`config.mk`:
```
export PLATFORM = sky130hd
export DESIGN_NAME = input_conditioner
export DESIGN_NICKNAME = d
export VERILOG_FILES = /design/src/rtl/input_pkg.sv /design/src/rtl/debounce_bit.sv /design/src/rtl/input_conditioner.sv
export SDC_FILE = /design/constraint.sdc
export NUM_CORES = 1
export LEC_CHECK = 0
export BUFFER_PORTS_ARGS = -buffer_cell sky130_fd_sc_hd__buf_4
export CORE_ASPECT_RATIO = 0.9
export CORE_MARGIN = 2
export CORE_UTILIZATION = 56
export CTS_CLUSTER_SIZE = 10
export DETAILED_ROUTE_END_ITERATION = 8
export GPL_TIMING_DRIVEN = 0
export PLACE_DENSITY_LB_ADDON = 0.08
export SKIP_LAST_GASP = 1
export SLEW_MARGIN = 20
export SYNTH_ARGS = -nofsm -noshare
export SYNTH_HDL_FRONTEND = slang
export SYNTH_SLANG_ARGS = --single-unit
```
`constraint.sdc`:
```
create_clock -name clk_clk -period 7.2 [get_ports clk_clk]
set_input_delay 0.36 -clock clk_clk [delete_from_list [all_inputs] [get_ports clk_clk]]
set_output_delay 0.36 -clock clk_clk [all_outputs]
set_load 0.02 [all_outputs]
```
`src/rtl/input_pkg.sv`:
```
// Shared types and sizes for the board input conditioner: key FSM states and
// the key/switch counts used by the top level and the bench.
package input_pkg;

   localparam int NUM_KEYS  = 2;
   localparam int NUM_SWS   = 10;
   localparam int REPEAT_CW = 25;

   typedef enum logic [1:0] {
      RELEASED  = 2'd0,
      HELD_WAIT = 2'd1,
      REPEATING = 2'd2
   } key_state_t;

   // Without auto-repeat a key is simply held; this shares the HELD_WAIT encoding.
   localparam key_state_t HELD = HELD_WAIT;

endpackage

```
`src/rtl/debounce_bit.sv`:
```
// One input bit: two-flop synchroniser, stability counter and stable register.
// `toggle` is high on the cycle before `level` takes the synchronised value.
module debounce_bit #(
   parameter int   DB_CYCLES   = 500000,
   parameter logic RESET_VALUE = 1'b0
) (
   input  logic clk_clk,
   input  logic reset_reset,
   input  logic raw,
   output logic level,
   output logic toggle
);

   localparam int CW = $clog2(DB_CYCLES);

   logic          meta;
   logic          sync;
   logic [CW-1:0] count;

   assign toggle = (sync != level) && (count == CW'(DB_CYCLES - 1));

   // NOTE: every flop here uses <= so each one samples the pre-edge values of the others.
   always_ff @(posedge clk_clk or posedge reset_reset) begin
      if (reset_reset) begin
         meta  <= RESET_VALUE;
         sync  <= RESET_VALUE;
         level <= RESET_VALUE;
         count <= '0;
      end else begin
         meta <= raw;
         sync <= meta;
         if (sync == level) begin
            count <= '0;
         end else if (toggle) begin
            level <= sync;
            count <= '0;
         end else begin
            count <= count + 1'b1;
         end
      end
   end

endmodule

```
`src/rtl/input_conditioner.sv`:
```
// Debounces keys and switches and turns key levels into press/release/repeat
// pulses. Auto-repeat is built only when INPUT_AUTOREPEAT_EN is defined.
module input_conditioner
   import input_pkg::*;
#(
   parameter int DB_CYCLES    = 500000,
   parameter int REPEAT_DELAY = 25000000,
   parameter int REPEAT_RATE  = 5000000
) (
   input  logic                clk_clk,
   input  logic                reset_reset,
   input  logic [NUM_KEYS-1:0] key_raw_n,
   input  logic [NUM_SWS-1:0]  sw_raw,
   output logic [NUM_KEYS-1:0] key_export,
   output logic [NUM_SWS-1:0]  sw_export,
   output logic [NUM_KEYS-1:0] key_press,
   output logic [NUM_KEYS-1:0] key_release,
   output logic [NUM_KEYS-1:0] key_repeat
);

   if (DB_CYCLES < 2 || REPEAT_DELAY < 1 || REPEAT_RATE < 1) begin : g_bad_params
      $error("input_conditioner: invalid timing parameters");
   end

   logic [NUM_KEYS-1:0] key_toggle;
   logic [NUM_SWS-1:0]  sw_toggle_unused;
   logic [NUM_KEYS-1:0] key_pressing;
   logic [NUM_KEYS-1:0] key_releasing;

   for (genvar i = 0; i < NUM_KEYS; i++) begin : g_key
      debounce_bit #(.DB_CYCLES(DB_CYCLES), .RESET_VALUE(1'b1)) u_db (
         .clk_clk     (clk_clk),
         .reset_reset (reset_reset),
         .raw         (key_raw_n[i]),
         .level       (key_export[i]),
         .toggle      (key_toggle[i])
      );
   end

   for (genvar i = 0; i < NUM_SWS; i++) begin : g_sw
      debounce_bit #(.DB_CYCLES(DB_CYCLES), .RESET_VALUE(1'b0)) u_db (
         .clk_clk     (clk_clk),
         .reset_reset (reset_reset),
         .raw         (sw_raw[i]),
         .level       (sw_export[i]),
         .toggle      (sw_toggle_unused[i])
      );
   end

   // Keys are active-low: a toggle from 1 is a press, from 0 a release.
   assign key_pressing  = key_toggle & key_export;
   assign key_releasing = key_toggle & ~key_export;

   key_state_t          state      [NUM_KEYS];
   key_state_t          state_next [NUM_KEYS];
   logic [NUM_KEYS-1:0] press_next;
   logic [NUM_KEYS-1:0] release_next;

`ifdef INPUT_AUTOREPEAT_EN
   logic [REPEAT_CW-1:0] rpt_count      [NUM_KEYS];
   logic [REPEAT_CW-1:0] rpt_count_next [NUM_KEYS];
   logic [NUM_KEYS-1:0]  repeat_next;
`endif

   // NOTE: every output of this block gets a default first, so no path can infer a latch.
   always_comb begin
      for (int k = 0; k < NUM_KEYS; k++) begin
         state_next[k]   = state[k];
         press_next[k]   = 1'b0;
         release_next[k] = 1'b0;
`ifdef INPUT_AUTOREPEAT_EN
         rpt_count_next[k] = rpt_count[k];
         repeat_next[k]    = 1'b0;
`endif
         if (key_releasing[k]) begin
            // Release wins over a repeat expiry landing on the same cycle.
            release_next[k] = 1'b1;
            state_next[k]   = RELEASED;
`ifdef INPUT_AUTOREPEAT_EN
            rpt_count_next[k] = '0;
`endif
         end else begin
            case (state[k])
               RELEASED: begin
                  if (key_pressing[k]) begin
                     press_next[k] = 1'b1;
`ifdef INPUT_AUTOREPEAT_EN
                     state_next[k]     = HELD_WAIT;
                     rpt_count_next[k] = '0;
`else
                     state_next[k] = HELD;
`endif
                  end
               end
`ifdef INPUT_AUTOREPEAT_EN
               HELD_WAIT: begin
                  if (rpt_count[k] == REPEAT_CW'(REPEAT_DELAY - 1)) begin
                     repeat_next[k]    = 1'b1;
                     rpt_count_next[k] = '0;
                     state_next[k]     = REPEATING;
                  end else begin
                     rpt_count_next[k] = rpt_count[k] + 1'b1;
                  end
               end
               REPEATING: begin
                  if (rpt_count[k] == REPEAT_CW'(REPEAT_RATE - 1)) begin
                     repeat_next[k]    = 1'b1;
                     rpt_count_next[k] = '0;
                  end else begin
                     rpt_count_next[k] = rpt_count[k] + 1'b1;
                  end
               end
`endif
               default: ;
            endcase
         end
      end
   end

   // NOTE: the per-key arrays are ordinary flops, not RAM, so they take the async reset too.
   always_ff @(posedge clk_clk or posedge reset_reset) begin
      if (reset_reset) begin
         for (int k = 0; k < NUM_KEYS; k++) begin
            state[k] <= RELEASED;
`ifdef INPUT_AUTOREPEAT_EN
            rpt_count[k] <= '0;
`endif
         end
         key_press   <= '0;
         key_release <= '0;
`ifdef INPUT_AUTOREPEAT_EN
         key_repeat  <= '0;
`endif
      end else begin
         for (int k = 0; k < NUM_KEYS; k++) begin
            state[k] <= state_next[k];
`ifdef INPUT_AUTOREPEAT_EN
            rpt_count[k] <= rpt_count_next[k];
`endif
         end
         key_press   <= press_next;
         key_release <= release_next;
`ifdef INPUT_AUTOREPEAT_EN
         key_repeat  <= repeat_next;
`endif
      end
   end

`ifndef INPUT_AUTOREPEAT_EN
   assign key_repeat = '0;
`endif

endmodule
```
==> flow_metrics.env <==
export IMPL_cts_root_buf="clkbuf_16"
export IMPL_seqPwrFrac_pct=50.7
export IMPL_die_x_um=164
export IMPL_rsz0062_at_grt="no"
export IMPL_clockBufferDepth=3
export IMPL_grt_max_degree=34
export IMPL_die_h_um=148
export IMPL_min_from="g_sw[8].u_db.meta"
export IMPL_crit_path_end_kind="register"
export IMPL_worstHoldEndpoint="g_sw[8].u_db.sync"
export IMPL_drc=0
export IMPL_power_frac_clock_pct=45.6
export IMPL_fmax_ghz=0.414
export IMPL_area_growth_pct=13.9
export IMPL_drive_gt1_share_pct=10.6
export IMPL_fin_setup_tns_ns=0
export IMPL_io_pin_count=32
export IMPL_numCtsBuffers=31
export IMPL_place_ws_ns=4.81
export IMPL_relSlewSlack_pct=48.0
export IMPL_p_leak_uw=0.00588
export IMPL_worst_ep_required_time_ns=7.61
export IMPL_via_per_inst=5.57
export IMPL_n_antenna_cell=0
export IMPL_r2r_slack_ns=4.79
export IMPL_gp_congestion=0.815
export IMPL_ys_seq_area_share_pct=52.5
export IMPL_arrival_ns=2.83
export IMPL_worstMarginPinSlew_ns=0.775
export IMPL_stdcell_area_sq_um=14700
export IMPL_avgRoutedWirePerCell_um=13.8
export IMPL_nNetsFinal=1398
export IMPL_dr_pass1_iters=4
export IMPL_synth_top_area_share_pct=51.3
export IMPL_globalRouteTotalUtil_pct=20.3
export IMPL_yosys_warnings=0
export IMPL_overflow=0
export IMPL_cap_violations=0
export IMPL_hold_class="register to register"
export IMPL_drt_iter0_markers=576
export IMPL_wl_mm=23.3
export IMPL_yosysUniqueCellTypes=51
export IMPL_cts_clk_slew_worst_paths_ns=0.06
export IMPL_rows=52
export IMPL_ys_ff_latch=270
export IMPL_syn_inst=1287
export IMPL_p_comb_share_pct=3.7
export IMPL_initial_utilization_pct=57.2
export IMPL_clock_latency_ns=0.56
export IMPL_synth_area_top_cells="dfrtp_1 51%, xnor2_1 5.8%, nor2_1 5.2%, xor2_1 4.7%, nand4_1 3.3%"
export IMPL_r2r_start="g_sw[0].u_db.count[0]"
export IMPL_outcome="finished clean"
export IMPL_power_switching_uw=674
export IMPL_critical_path_class="register to register"
export IMPL_crit_fanout=10
export IMPL_n_fill_cell=1881
export IMPL_synth_edf_count=0
export IMPL_synth_top_cells_by_count="264 x dfrtp_1, 177 x nor2_1, 85 x xnor2_1, 78 x nand2_1, 71 x nand3_1"
export IMPL_post_cts_resized=0
export IMPL_synth_top_cell_by_area="dfrtp_1"
export IMPL_fin_skew_ns=0.0128
export IMPL_reg2reg_to="g_sw[0].u_db.count[12]"
export IMPL_numClockSinks=270
export IMPL_report_final_slew_viol_count=0
export IMPL_ir_drop_uv=306
export IMPL_power_density_nw_per_um2=210
export IMPL_final_min_clock_period_ns=2.41
export IMPL_hold_viol=0
export IMPL_die_area_sq_um=24200
export IMPL_placed_area_sq_um=13700
export IMPL_async_flop_share_pct=100
export IMPL_min_delay_path_depth=0
export IMPL_hold_slack_ns=0.348
export IMPL_dp_hpwl_mm=15.8
export IMPL_yosysMostFrequentCell="dfrtp_1"
export IMPL_synth_flop_cell="dfrtp_1"
export IMPL_worst_setup_path_start_kind="register"
export IMPL_numPortBuffers=29
export IMPL_antenna_found_initial=0
export IMPL_cts_setup_buffers=0
export IMPL_synth_area_sq_um=12900
export IMPL_fin_util_pct=65.2
export IMPL_p_int_uw=2410
export IMPL_ant_nets=0
export IMPL_grt_pass1_wl_mm=42.1
export IMPL_grt_pass1_vias=9291
export IMPL_finalSetupViolations=0
export IMPL_r2r_cells=6
export IMPL_cts_tree="yes"
export IMPL_worst_slack_ns=4.79
export IMPL_vias=9376
export IMPL_cts_hold_buf=13
export IMPL_core_region_area_sq_um=22500
export IMPL_synth_area_per_cell_sq_um=10.0
export IMPL_period_share_pct=33.5
export IMPL_p_sw_share_pct=21.8
export IMPL_cts_max_level=1
==> cell usage in the layout, fill, tap and decap left out, types with 3 or more instances in the layout <==
| master | n |
|---|---|
| and4_1 | 14 |
| nor3_1 | 31 |
| dfrtp_1 | 264 |
| and2_1 | 3 |
| or4_1 | 30 |
| nor2_1 | 177 |
| or4b_2 | 3 |
| dlygate4sd3_1 | 13 |
| nand3_1 | 71 |
| buf_2 | 8 |
| nand2_1 | 78 |
| nor4bb_1 | 3 |
| buf_12 | 8 |
| clkbuf_16 | 31 |
| xnor2_1 | 85 |
| nor2b_1 | 5 |
| nand4_1 | 67 |
| o21ai_0 | 36 |
| ha_1 | 12 |
| dfstp_2 | 6 |
| or3_1 | 47 |
| and3_1 | 5 |
| o21ai_1 | 5 |
| nor3b_1 | 3 |
| a21oi_1 | 63 |
| or2_2 | 16 |
| buf_4 | 44 |
| nor4_1 | 42 |
| clkbuf_1 | 35 |
| mux2_2 | 12 |
| xor2_1 | 69 |
| nor4b_1 | 5 |
| o31ai_1 | 22 |
| inv_1 | 38 |
==> flip-flops by register name, summed over array words and instances, names as in the netlist <==
signal            cells
g_sw.u_db.sync       10
state                 2
g_key.u_db.level      2
g_key.u_db.count     38
g_sw.u_db.level      10
g_key.u_db.sync       2
key_release           2
g_key.u_db.meta       2
g_sw.u_db.meta       10
g_sw.u_db.count     190
key_press             2
==> power groups by stage <==
stage	clock, uW	sequential (uW)	combinational, uW
2_1_floorplan	0	1590	74.3
4_1_cts	1450	1560	119
3_5_place_dp	0	1590	113
3_3_place_gp	0	1590	100
6_report	1410	1560	115
5_1_grt	1510	1570	135
==> worst max-delay path by stage <==
stage	from	slack [ns]	cells past startpoint	end
floorplan	reset_reset	3.28	1	g_key[0].u_db.count[0]
global placement	reset_reset	1.70	2	g_sw[6].u_db.count[14]
detailed placement	g_sw[0].u_db.count[0]	4.81	6	g_sw[0].u_db.count[14]
CTS	g_sw[0].u_db.count[0]	4.79	6	g_sw[0].u_db.count[14]
global route	g_sw[0].u_db.count[0]	4.49	6	g_sw[0].u_db.count[12]
finish	g_sw[0].u_db.count[0]	4.79	6	g_sw[0].u_db.count[12]
==> layer usage <==
layer  GRT usage, %  wire (um)  vias to the layer above
li1               -          -                     4710
met1           29.3      11600                     4512
met2           32.8      10600                      122
met3           3.20        767                       32
met4           4.12        370                        0
met5              0          0                        -
==> cells by family after synthesis <==
logic type	Yosys count	synth area share [%]
and+or+nand+nor	613	25.0
DFF	270	52.5
xor gates and xnor gates	154	10.5
AOI/OAI and AO/OA	138	6.49
buffers and inverters	86	3.15
muxes	13	1.13
adders and majority gates	12	1.17
other	1	0.0291
==> worst max-delay path: stages (launching register included) <==
cell      delay [ns]
dfrtp_1         0.39
ha_1            0.24
and4_1          0.31
nand4_1         0.18
o21ai_1         0.63
clkbuf_1        0.43
nor2_1          0.09
==> final cells by class <==
class	count	area, sq um	area share, %
Timing Repair Buffer	51	536	3.65
Sequential cell	270	6760	46.1
Clock buffer	46	842	5.74
Tap cell	297	372	2.53
Inverter	39	150	1.02
Clock inverter	2	38.8	0.264
Buffer	47	259	1.77
Multi-Input combinational cell	932	5710	38.9
==> through the flow <==
| step | total power, uW | instances |
|---|---|---|
| finish | 3090 | 1684 |
| global route | 3210 | 1684 |
| CTS | 3140 | 1684 |
| detailed placement | 1700 | 1623 |
| global placement | 1690 | 1614 |
| floorplan | 1660 | 1288 |
(Power assumes the default switching activity.)
